## config.mk

```make
export PLATFORM = sky130hd
export DESIGN_NAME = fetch_stage
export DESIGN_NICKNAME = d
export VERILOG_FILES = /design/src/rtl/fetch_stage_pkg.sv /design/src/rtl/fetch_stage_perf_counters.sv /design/src/rtl/fetch_stage.sv
export SDC_FILE = /design/constraint.sdc
export NUM_CORES = 1
export LEC_CHECK = 0
export ABC_AREA = 1
export CAP_MARGIN = 30
export CORE_MARGIN = 4
export CORE_UTILIZATION = 40
export DETAILED_ROUTE_END_ITERATION = 8
export HOLD_SLACK_MARGIN = 0.08
export PLACE_DENSITY_LB_ADDON = 0.08
export RECOVER_POWER = 100
export SETUP_SLACK_MARGIN = 0.05
export SYNTH_ARGS = -nofsm -noshare
export SYNTH_HDL_FRONTEND = slang
export SYNTH_SLANG_ARGS = --single-unit
```

## constraint.sdc

```tcl
create_clock -name clock -period 2.16 [get_ports clock]
set_input_delay 0.432 -clock clock [delete_from_list [all_inputs] [get_ports clock]]
set_output_delay 0.432 -clock clock [all_outputs]
set_load 0.1 [all_outputs]
```

## src/rtl/fetch_stage_pkg.sv

```systemverilog
// Shared definitions for the instruction-fetch stage: widths, reset PC,
// nop encoding and the per-edge action decode used by the top level.
package fetch_stage_pkg;

  localparam int                FETCH_PC_W     = 12;
  localparam int                INSTR_W        = 32;
  localparam logic [INSTR_W-1:0] NOP_INSTR     = 32'h0;
  localparam int                FETCH_RESET_PC = 0;
  localparam int                PERF_W         = 32;

  // What the stage does on a given rising edge
  typedef enum logic [1:0] {
    ACT_ADVANCE  = 2'd0,
    ACT_STALL    = 2'd1,
    ACT_REDIRECT = 2'd2
  } fetch_action_e;

  // Redirect beats stall beats advance
  function automatic fetch_action_e decode_action(input logic redirect,
                                                  input logic stall);
    fetch_action_e act;
    if (redirect) begin
      act = ACT_REDIRECT;
    end else if (stall) begin
      act = ACT_STALL;
    end else begin
      act = ACT_ADVANCE;
    end
    return act;
  endfunction

endpackage

```

## src/rtl/fetch_stage_perf_counters.sv

```systemverilog
// Fetch performance counters: delivered instructions and stall cycles.
// Only instantiated by fetch_stage when FETCH_PERF_EN is defined.
module fetch_perf_counters
  import fetch_stage_pkg::*;
(
  input  logic              clock,
  input  logic              reset,
  input  logic              i_advance,
  input  logic              i_stall,
  output logic [PERF_W-1:0] o_fetched,
  output logic [PERF_W-1:0] o_stalls
);

  logic [PERF_W-1:0] r_fetched;
  logic [PERF_W-1:0] r_stalls;

  // Free-running 32-bit counters, wrap naturally, cleared by reset
  always_ff @(posedge clock or negedge reset) begin
    if (!reset) begin
      r_fetched <= '0;
      r_stalls  <= '0;
    end else begin
      if (i_advance) begin
        r_fetched <= r_fetched + PERF_W'(1);
      end
      if (i_stall) begin
        r_stalls <= r_stalls + PERF_W'(1);
      end
    end
  end

  assign o_fetched = r_fetched;
  assign o_stalls  = r_stalls;

endmodule

```

## src/rtl/fetch_stage.sv

```systemverilog
// Instruction-fetch stage: owns the PC, drives the imem address and loads
// the IF/ID register. The imem is read on the falling edge, so the word for
// the PC presented at one rising edge is captured at the next rising edge.
// Optional feature macro: FETCH_PERF_EN adds perf_fetched / perf_stalls.
module fetch_stage
  import fetch_stage_pkg::*;
#(
  parameter int              PC_W     = FETCH_PC_W,
  parameter logic [PC_W-1:0] RESET_PC = PC_W'(FETCH_RESET_PC)
) (
  input  logic               clock,
  input  logic               reset,
  output logic [PC_W-1:0]    address_imem,
  input  logic [INSTR_W-1:0] q_imem,
  input  logic               stall,
  input  logic               redirect,
  input  logic [PC_W-1:0]    redirect_target,
  output logic               id_valid,
  output logic [INSTR_W-1:0] id_instr,
  output logic [PC_W-1:0]    id_pc,
  output logic [PC_W-1:0]    id_pc_plus1
`ifdef FETCH_PERF_EN
  ,
  output logic [PERF_W-1:0]  perf_fetched,
  output logic [PERF_W-1:0]  perf_stalls
`endif
);

  fetch_action_e       w_action;
  logic [PC_W-1:0]     w_pc_plus1;

  logic [PC_W-1:0]     r_pc;
  logic                r_id_valid;
  logic [INSTR_W-1:0]  r_id_instr;
  logic [PC_W-1:0]     r_id_pc;
  logic [PC_W-1:0]     r_id_pc_plus1;

  logic [PC_W-1:0]     w_pc_next;
  logic                w_id_valid_next;
  logic [INSTR_W-1:0]  w_id_instr_next;
  logic [PC_W-1:0]     w_id_pc_next;
  logic [PC_W-1:0]     w_id_pc_plus1_next;

  assign w_action   = decode_action(redirect, stall);
  // Modulo PC_W: the top word wraps to zero
  assign w_pc_plus1 = r_pc + PC_W'(1);

  // Next-state selection; a stall simply keeps every register as is
  always_comb begin
    w_pc_next          = r_pc;
    w_id_valid_next    = r_id_valid;
    w_id_instr_next    = r_id_instr;
    w_id_pc_next       = r_id_pc;
    w_id_pc_plus1_next = r_id_pc_plus1;
    case (w_action)
      ACT_REDIRECT: begin
        // The word fetched from the old path is wrong-path: drop it
        w_pc_next       = redirect_target;
        w_id_valid_next = 1'b0;
        w_id_instr_next = NOP_INSTR;
      end
      ACT_ADVANCE: begin
        w_pc_next          = w_pc_plus1;
        w_id_valid_next    = 1'b1;
        w_id_instr_next    = q_imem;
        w_id_pc_next       = r_pc;
        w_id_pc_plus1_next = w_pc_plus1;
      end
      default: begin
      end
    endcase
  end

  // PC and IF/ID register, asynchronously cleared
  always_ff @(posedge clock or negedge reset) begin
    if (!reset) begin
      r_pc          <= RESET_PC;
      r_id_valid    <= 1'b0;
      r_id_instr    <= NOP_INSTR;
      r_id_pc       <= '0;
      r_id_pc_plus1 <= '0;
    end else begin
      r_pc          <= w_pc_next;
      r_id_valid    <= w_id_valid_next;
      r_id_instr    <= w_id_instr_next;
      r_id_pc       <= w_id_pc_next;
      r_id_pc_plus1 <= w_id_pc_plus1_next;
    end
  end

  assign address_imem = r_pc;
  assign id_valid     = r_id_valid;
  assign id_instr     = r_id_instr;
  assign id_pc        = r_id_pc;
  assign id_pc_plus1  = r_id_pc_plus1;

`ifdef FETCH_PERF_EN
  fetch_perf_counters u_perf (
    .clock     (clock),
    .reset     (reset),
    .i_advance (w_action == ACT_ADVANCE),
    .i_stall   (w_action == ACT_STALL),
    .o_fetched (perf_fetched),
    .o_stalls  (perf_stalls)
  );
`endif

endmodule

```

==> qor.csv <==
stage,metric,value,unit
final_layout,final_cell_mix,"clkbuf_2, nand2_1, dfrtp_1",
routing,num_vias,2335,
yosys,yosysUniqueCellTypes,25,
yosys,yosys_warnings,0,
worst_setup_path,critPathRequiredTime,1.73,ns
power_and_ir_drop,p_per_area,1075,nW/µm²
clock_tree,clkLatencyLatePin,0.33,ns
worst_setup_path,critPathSlowestCell,clkbuf_2,
floorplanning,initial_core_util,41.09,%
final_layout,drive_gt1_share,25.32,%
grt,grt_overflow,0,
floorplanning,die-area,8338,µm²
final_layout,syn2layout_area_growth,40.65,%
placed_design,portBuffers,116,
timing,rsz0062_at_grt,false,
grt,track_usage,18.01,%
placed_design,placed_area,3847,µm²
worst_setup_path,start_kind,register,
yosys,ys_seq_area_share,62.19,%
power_and_ir_drop,max-vdd-ir-drop,602.8,µV
placed_design,gp_congestion,0.8059,
final_layout,final_nets,435,
placed_design,detailedPlacementHpwl,5.083,mm
clock_tree,clock_path_buffers,2,
final_layout,final_common_cell,clkbuf_2,
yosys,ys_ff_latch,69,
final_layout,diodes,0,
floorplanning,core,6756,µm²
routing,ant_nets,0,
clock_tree,postCtsHoldBufs,0,
clock_tree,clk_pin_slew,0.08,ns
routing,routed_wl,7.058,mm
final_layout,final_cell_area,3905,µm²
routing,drtIter0Drc,74,
worst_setup_path,crit_arrival,1.32,ns
clock_tree,clock_sinks,69,
routing,dr.pass1.iters,4,
routing,drc_errors,0,
clock_tree,ctsResizeCount,0,
timing,clock.fmax,0.5719,GHz
yosys,synth_cells,265,
timing,drv_slew,0,
worst_setup_path,cpPeakStageDelay,0.51,ns
worst_setup_path,cp_top_family,buffers and inverters,
outcome,status,finished clean,
worst_hold_path,hold_path.class,primary input to asynchronous set/reset pin,
run,cap_violations,0,
worst_setup_path,path_cells,clkbuf_2,
floorplanning,ios,117,
timing,setup_viol,0,
timing,fin_setup_tns,0,ns
grt,grt_pass1_wl,11.94,mm
timing,layout_worst_path_cycle_share,80.96,%
clock_tree,cts-root-buf,clkbuf_8,
yosys,netlist_area,2776,µm²
grt,grt_max_degree,37,
timing,hold_viol_final,0,
clock_tree,numCtsBuffers,9,
clock_tree,htreeDepth,3,
clock_tree,cts_setup_buffers,0,
grt,antenna_found_initial,0,
timing,period_needed,1.749,ns
worst_setup_path,cp_max_fo,7,
floorplanning,dieHeight,91.31,µm
timing,worst_pin_slew,1.299,ns
grt,grt_pass1_vias,2330,
worst_setup_path,worstSetupPathType,register to output pin,
floorplanning,rows,30,
worst_setup_path,crit_buf_inv,1,
routing,wl_per_cell,14.99,µm
worst_setup_path,cp-end-kind,output pin,
final_layout,fillers,659,
yosys,synth.avg_cell_area,10.48,µm²
yosys,syn-num-nets,314,
worst_setup_path,r2r_slack,0.71,ns
timing,slew_headroom,13.40,%
power_and_ir_drop,p_leak,1.993,nW
timing,finalClockSkew,0.01411,ns
clock_tree,cts_tree,built,
routing,viasPerCell,4.958,
floorplanning,die_w,91.31,µm
[worst paths after layout]
kind,depth (start not counted),from,to
max in group asynchronous,2,reset,id_instr[2]$_DFFE_PN0P_
worst max register to register,7,address_imem[0]$_DFFE_PN0P_,id_pc_plus1[8]$_DFFE_PN0P_
worst min-delay path,1,reset,id_pc[8]$_DFFE_PN0P_
worst min register to register,2,id_pc_plus1[7]$_DFFE_PN0P_,id_pc_plus1[7]$_DFFE_PN0P_
min in group clock,2,id_pc_plus1[7]$_DFFE_PN0P_,id_pc_plus1[7]$_DFFE_PN0P_
worst max-delay path,1,address_imem[4]$_DFFE_PN0P_,address_imem[4]
[report_power, final]
group	internal (mW)	switching [mW]	leakage, nW
clock	0.713	0.491	0.108
sequential	1.42	0.0967	0.878
combinational	0.254	1.22	1.01
total	2.39	1.81	1.99
[cell type report]
| type | instances | area [µm²] | share of cell area [%] |
|---|---|---|---|
| Inverter | 19 | 73.82 | 1.890 |
| Clock buffer | 11 | 151.4 | 3.877 |
| Tap cell | 80 | 100.1 | 2.563 |
| Clock inverter | 5 | 82.58 | 2.115 |
| Multi-Input combinational cell | 165 | 893.4 | 22.88 |
| Timing Repair Buffer | 122 | 877.1 | 22.46 |
| Sequential cell | 69 | 1727 | 44.22 |
[per-stage QoR]
step | instances | setup WS (ns) | util [%] | hold slack (ns) | power, mW
final | 471 | 0.4113 | 57.80 | 0.3631 | 4.198
after global routing | 471 | 0.2305 | 57.80 | 0.4639 | 4.374
after global placement | 455 | 0.2173 | 56.94 | 0.4483 | 3.108
after detailed placement | 455 | 0.1971 | 56.94 | 0.4513 | 3.114
after CTS | 471 | 0.5455 | 60.41 | 0.08049 | 4.320
after floorplan | 265 | 0.1467 | - | 0.1364 | 2.699
[cells by family after synthesis]
group	synth area share (%)
AO/OA/AOI/OAI	16.27
buffers and inverters	5.633
AND/OR/NAND/NOR	15.46
flip-flops	62.19
adder cells (fa/ha/maj)	0.4506
[sequential cells by signal (all words and copies together), names as in the netlist]
name          count
address_imem     12
id_instr         32
id_pc            12
id_pc_plus1      12
id_valid          1
[layer usage]
| metal | GRT usage [%] | vias to the layer above | routed length, µm | share of wire (%) |
|---|---|---|---|---|
| li1 | - | 1146 | - | - |
| met1 | 26.01 | 1101 | 3366 | 48 |
| met2 | 26.36 | 84 | 3194 | 45 |
| met3 | 4.391 | 4 | 460 | 6.5 |
| met4 | 6.407 | 0 | 36 | 0.51 |
| met5 | 0 | - | 0 | 0 |
[cell usage after synthesis]
library cell  instances  area [µm²]
a21oi_1               4       20.02
a22o_1               32       280.3
a22oi_1               1       7.510
buf_2                 6       30.03
buf_4                 4       30.03
buf_6                 2       22.52
clkinv_1              1       3.750
dfrtp_1              69        1727
ha_1                  1       12.51
inv_1                14       52.55
inv_2                 3       11.26
inv_4                 1       6.260
nand2_1              69       259.0
nand2_2               1       6.260
nand3_1              15       75.07
nand4_1               1       6.260
nor2_1               10       37.54
nor2_2                2       12.51
nor2_8                1       20.02
nor2b_1               1       6.260
o211ai_1              5       37.54
o21ai_0              16       80.08
o21ai_1               4       20.02
o22ai_1               1       6.260
or2_2                 1       6.260
No activity file was read; power rests on OpenSTA's default activity.
